`src/rtl/lsu_pkg.sv`:
```
// Shared types for the load/store unit: FSM states, funct3 encodings and the
// legality rule for the funct3/direction pair.
package lsu_pkg;

  typedef enum logic [1:0] {
    IDLE = 2'd0,
    RD   = 2'd1,
    WR   = 2'd2,
    RESP = 2'd3
  } lsu_state_t;

  localparam logic [2:0] F3_B  = 3'b000;
  localparam logic [2:0] F3_H  = 3'b001;
  localparam logic [2:0] F3_W  = 3'b010;
  localparam logic [2:0] F3_BU = 3'b100;
  localparam logic [2:0] F3_HU = 3'b101;

  // Unsigned variants only make sense for loads.
  function automatic logic f3_illegal(input logic we, input logic [2:0] f3);
    return (we && f3[2]) || (f3 == 3'b011) || (f3 == 3'b110) || (f3 == 3'b111);
  endfunction

endpackage

```
`src/rtl/lsu_align.sv`:
```
// Lane extraction/extension for loads and sub-word merge for stores.
// Purely combinational, zero latency, no backpressure.
module lsu_align
  import lsu_pkg::*;
#(
  parameter int DATA_WIDTH = 32
) (
  input  logic [2:0]            funct3,
  input  logic [DATA_WIDTH-1:0] old_word,
  input  logic [DATA_WIDTH-1:0] wdata,
  output logic [DATA_WIDTH-1:0] load_data,
  output logic [DATA_WIDTH-1:0] store_data
);

  // The RAM returns the word starting at the byte address, so the wanted
  // bytes always sit in the low lanes.
  always_comb begin
    load_data = old_word;
    case (funct3)
      F3_B:    load_data = {{(DATA_WIDTH-8){old_word[7]}}, old_word[7:0]};
      F3_BU:   load_data = {{(DATA_WIDTH-8){1'b0}}, old_word[7:0]};
      F3_H:    load_data = {{(DATA_WIDTH-16){old_word[15]}}, old_word[15:0]};
      F3_HU:   load_data = {{(DATA_WIDTH-16){1'b0}}, old_word[15:0]};
      default: load_data = old_word;
    endcase
  end

  always_comb begin
    store_data = wdata;
    case (funct3[1:0])
      2'b00:   store_data = {old_word[DATA_WIDTH-1:8], wdata[7:0]};
      2'b01:   store_data = {old_word[DATA_WIDTH-1:16], wdata[15:0]};
      default: store_data = wdata;
    endcase
  end

endmodule

```
`src/rtl/lsu_mem_ctrl.sv`:
```
// Load/store controller driving data_ram; sub-word stores use read-modify-write.
// Latency: illegal 1 cycle, load/SW 2 cycles, SB/SH 3 cycles; one request in flight.
// Response held until resp_ready; req_ready only in IDLE. MISALIGN_TRAP_EN traps misaligned H/W.
module lsu_mem_ctrl
  import lsu_pkg::*;
#(
  parameter int ADDRESS_WIDTH = 32,
  parameter int DATA_WIDTH    = 32
) (
  input  logic                     clk,
  input  logic                     rst,
  input  logic                     req_valid,
  output logic                     req_ready,
  input  logic                     req_we,
  input  logic [2:0]               req_funct3,
  input  logic [ADDRESS_WIDTH-1:0] req_addr,
  input  logic [DATA_WIDTH-1:0]    req_wdata,
  output logic                     resp_valid,
  input  logic                     resp_ready,
  output logic [DATA_WIDTH-1:0]    resp_rdata,
  output logic                     resp_err,
  output logic                     Data_WE,
  output logic [ADDRESS_WIDTH-1:0] Data_addr,
  output logic [DATA_WIDTH-1:0]    Data_WD,
  input  logic [DATA_WIDTH-1:0]    Data_RD
);

  lsu_state_t            state, state_nxt;
  logic [2:0]            f3_q;
  logic                  we_q;
  logic [DATA_WIDTH-1:0] wdata_q;
  logic                  accept;
  logic                  misalign;
  logic                  illegal;
  logic                  full_word_store;
  logic [DATA_WIDTH-1:0] load_data;
  logic [DATA_WIDTH-1:0] store_data;

`ifdef MISALIGN_TRAP_EN
  always_comb begin
    misalign = 1'b0;
    case (req_funct3[1:0])
      2'b01:   misalign = req_addr[0];
      2'b10:   misalign = |req_addr[1:0];
      default: misalign = 1'b0;
    endcase
  end
`else
  assign misalign = 1'b0;
`endif

  assign accept          = req_valid && req_ready;
  assign illegal         = f3_illegal(req_we, req_funct3) || misalign;
  assign full_word_store = req_we && (req_funct3 == F3_W);

  lsu_align #(
    .DATA_WIDTH (DATA_WIDTH)
  ) u_align (
    .funct3     (f3_q),
    .old_word   (Data_RD),
    .wdata      (wdata_q),
    .load_data  (load_data),
    .store_data (store_data)
  );

  always_ff @(posedge clk or posedge rst) begin
    if (rst) begin
      state <= IDLE;
    end else begin
      state <= state_nxt;
    end
  end

  always_comb begin
    state_nxt  = state;
    req_ready  = 1'b0;
    resp_valid = 1'b0;
    case (state)
      IDLE: begin
        req_ready = 1'b1;
        if (req_valid) begin
          if (illegal)              state_nxt = RESP;
          else if (full_word_store) state_nxt = WR;
          else                      state_nxt = RD;
        end
      end
      RD:      state_nxt = we_q ? WR : RESP;
      WR:      state_nxt = RESP;
      RESP: begin
        resp_valid = 1'b1;
        if (resp_ready) state_nxt = IDLE;
      end
      default: state_nxt = IDLE;
    endcase
  end

  // Data_WE is a flop so an async reset drops it without waiting for an edge.
  always_ff @(posedge clk or posedge rst) begin
    if (rst) begin
      f3_q       <= 3'b000;
      we_q       <= 1'b0;
      wdata_q    <= '0;
      Data_WE    <= 1'b0;
      Data_addr  <= '0;
      Data_WD    <= '0;
      resp_rdata <= '0;
      resp_err   <= 1'b0;
    end else begin
      Data_WE <= (state_nxt == WR);
      case (state)
        IDLE: begin
          if (accept) begin
            f3_q       <= req_funct3;
            we_q       <= req_we;
            wdata_q    <= req_wdata;
            resp_rdata <= '0;
            resp_err   <= illegal;
            if (!illegal) begin
              Data_addr <= req_addr;
              if (full_word_store) Data_WD <= req_wdata;
            end
          end
        end
        RD: begin
          if (we_q) Data_WD    <= store_data;
          else      resp_rdata <= load_data;
        end
        WR:      resp_rdata <= '0;
        RESP: begin
          if (resp_ready) begin
            resp_rdata <= '0;
            resp_err   <= 1'b0;
          end
        end
        default: resp_err <= 1'b0;
      endcase
    end
  end

endmodule

```
`config.mk`:
```
export PLATFORM = sky130hd
export DESIGN_NAME = lsu_mem_ctrl
export DESIGN_NICKNAME = d
export VERILOG_FILES = /design/src/rtl/lsu_pkg.sv /design/src/rtl/lsu_align.sv /design/src/rtl/lsu_mem_ctrl.sv
export SDC_FILE = /design/constraint.sdc
export NUM_CORES = 1
export LEC_CHECK = 0
export BUFFER_PORTS_ARGS = -buffer_cell sky130_fd_sc_hd__buf_2
export CORE_MARGIN = 2
export CORE_UTILIZATION = 51
export CTS_CLUSTER_SIZE = 28
export DETAILED_ROUTE_END_ITERATION = 16
export GPL_TIMING_DRIVEN = 0
export PLACE_DENSITY = 0.79
export SYNTH_ARGS = -nofsm -noshare
export SYNTH_HDL_FRONTEND = slang
export SYNTH_SLANG_ARGS = --single-unit
```
`constraint.sdc`:
```
create_clock -name clk -period 5.3 [get_ports clk]
set_input_delay 1.06 -clock clk [delete_from_list [all_inputs] [get_ports clk]]
set_output_delay 1.06 -clock clk [all_outputs]
set_load 0.05 [all_outputs]
```
==> summary.txt <==
Die W: 114 um
Min cycle time layout: 2.76 ns
Synthesis warning total: 0
Row cnt: 40
Largest net degree at the start of global routing: 84
Design area: 0.00797 mm^2
Vias in the first global route: 4751
Residual DRC: 0
Crit path max fanout: 10
Setup slack after layout: 2.54 ns
Crit start category: flip-flop
Critical path's slowest cell: dfrtp_1
Pre-CTS WS: 2.60 ns
Slew @ Worst Pin: 0.679 ns
Inst Count DP: 820
Slew Limit Fails: 0
LEAKAGE: 3.77 nW
Tot Pwr: 5.88 mW
Setup TNS: 0 ns
Number of top-level pins: 204
First-pass GRT wire length: 23800 um
Post-Syn Area per Cell: 13.1 um^2
RSZ-0062 raised after global routing: false
Worst skew pair latency: 0.41 ns
Initial antenna violation count: 1
ANT nets after route: 0
Final hold violation count: 0
Die span in y: 114 um
WL/cell: 17.5 um
Num CTS Buffers: 17
Hold Path Origin: Data_WD[13]$_DFFE_PP0P_
Min-Delay Path Depth: 1
HP Class: flip-flop to flip-flop
VDD IR max: 0.463 mV
Final core occ: 66.9%
RR Endpoint: resp_rdata[21]$_DFFE_PP0P_
Initial Util: 51.6%
Longest Clk Path Bufs: 2
Gr ovfl total: 0
CTS clock-pin slew for the worst setup and hold paths: 0.05 ns
Post-CTS sizing: 0
Slowest Stage Delay on Critical Path: 0.34 ns
Die area: 0.0130 mm^2
Post-synthesis sequential area ratio: 55.3%
Vias/cell: 5.25
PortBufs: 203
Status: complete, no violations
Core ar.: 0.0119 mm^2
Setup crit end kind: primary output
H-tree Lvls: 4
CTS tree: built
Vias: 4478
Library cells used by synthesis: 31
CP Data Arrival Time: 1.70 ns
Clock sink count: 136
Area grow syn2layout: 29.5%
GRT Overall Usage: 23.8%
Clock Tree Root: clkbuf_16
Syn_nets: 573
FMAX: 0.363 GHz
Worst reg2reg setup slack: 3.34 ns
Most common cell after layout, fill and taps aside: buf_2
Setup CP Type: flip-flop to primary output
DR iter-0 viols: 261
Post-synthesis cell count: 469
WP buf/inv: 3
Rel. slew slack: 54.5%
Cell Count, Final, Fillers Out: 853
Path depth of the worst reg2reg path: 5
Setup Buffers After CTS: 0
Count of nets after finishing: 796
Most frequent cells in the layout: buf_2 (214), mux2_2 (139), dfrtp_1 (136)
Ratio of cells with drive above 1 in the final layout: 57.6%
PD cells: 738 mW/mm^2
DP HPWL: 11300 um
Hold endpoint: Data_WD[13]$_DFFE_PP0P_
Max-cap violations: 0
Pre-Repair DR Iteration Count: 4
Placed Area: 0.00738 mm^2
Number of synthesized register bits: 136
Reg2reg start: state[1]$_DFF_PP0_
WP data required: 4.24 ns
Cts hold-fix bufs: 0
CP delay by family, top: buffers and inverters
Hold Worst Slack: 0.489 ns
Final Setup Violations: 0
Final worst path period share: 52.0%
Crit-path cells: buf_4 -> clkbuf_1 -> and2_1 -> buf_2
Final RePlAce weighted congestion: 0.880
Final Skew: 0.00452 ns
Synthesized area: 0.00615 mm^2
Final WL: 14900 um
how the worst max path moves through the flow:
stage | startpoint | end | slack (ns) | depth (start not counted)
2_1_floorplan | rst | Data_WD[0]$_DFFE_PP0P_ | 0.60 | 1
3_3_place_gp | rst | resp_rdata[2]$_DFFE_PP0P_ | -0.77 | 2
3_5_place_dp | req_funct3[2] | Data_WD[9]$_DFFE_PP0P_ | 2.60 | 5
4_1_cts | state[0]$_DFF_PP0_ | resp_valid | 2.53 | 4
5_1_grt | state[0]$_DFF_PP0_ | resp_valid | 2.43 | 4
6_report | state[0]$_DFF_PP0_ | resp_valid | 2.54 | 4
cell families (layout without fill, tap and decap cells):
family	Yosys count	count (layout)	synth area share, %
flip-flops	136	136	55.3
other	0	1	0
multiplexers	142	142	26.0
buffers and inverters	68	304	5.04
AND/OR/NAND/NOR	54	54	5.53
AO/OA/AOI/OAI	69	69	8.13
report_power, final:
part           internal [mW]  switching (mW)
Sequential              1.52           0.243
Combinational          0.968            2.02
Clock                  0.715           0.416
Total                   3.21            2.68
sequential cells by signal, indices dropped and copies added (netlist names):
| name | flops |
|---|---|
| resp_rdata | 32 |
| state | 2 |
| f3_q | 3 |
| we_q | 1 |
| wdata_q | 32 |
| Data_WD | 32 |
| Data_addr | 32 |
| resp_err | 1 |
| Data_WE | 1 |
synthesized netlist by cell type:
master     count  area (um^2)
a211oi_1       1         7.51
a211oi_4       1         20.0
a21oi_1        9         45.0
a22o_1         1         8.76
a31oi_1       11         68.8
and2_1         2         12.5
buf_2         11         55.1
buf_4          3         22.5
buf_6          4         45.0
clkbuf_1      16         60.1
dfrtp_1      136         3400
inv_1         34          128
mux2_1         2         22.5
mux2_2       139         1570
mux2i_1        1         10.0
nand2_1        8         30.0
nand2b_1       2         12.5
nand4bb_1      1         11.3
nor2_1        12         45.0
nor2b_1       17          106
nor3b_2        1         12.5
nor3b_4        1         18.8
nor4b_2        1         15.0
o211ai_1       1         7.51
o21a_1         2         15.0
o21ai_0        9         45.0
o21ai_1        1         5.00
o31ai_1        9         67.6
o32ai_1       24          210
or2_2          1         6.26
or3b_2         8         70.1
cell type report:
type	count	area, um^2
buffer	34	183
inverter	34	133
tap	147	184
multi-input combinational	265	2440
sequential	136	3400
timing repair buffer	204	1040
fill	939	3950
antenna	1	2.50
clock inverter	8	67.6
clock buffer	24	512
worst reg2reg max path, cell delays in order (launching register included):
cell	delay [ns]
dfrtp_1	0.37
buf_2	0.20
nor3b_4	0.44
o211ai_1	0.37
buf_2	0.29
o32ai_1	0.17
routing by layer:
metal | vias up | global-route usage (%) | wire length [um]
met1 | 2156 | 27.8 | 5820
met3 | 31 | 8.13 | 1170
met5 | - | 0 | 0
li1 | 2116 | - | -
met2 | 175 | 39.9 | 7510
met4 | 0 | 10.7 | 381
Power figures use the tool's default switching activity.
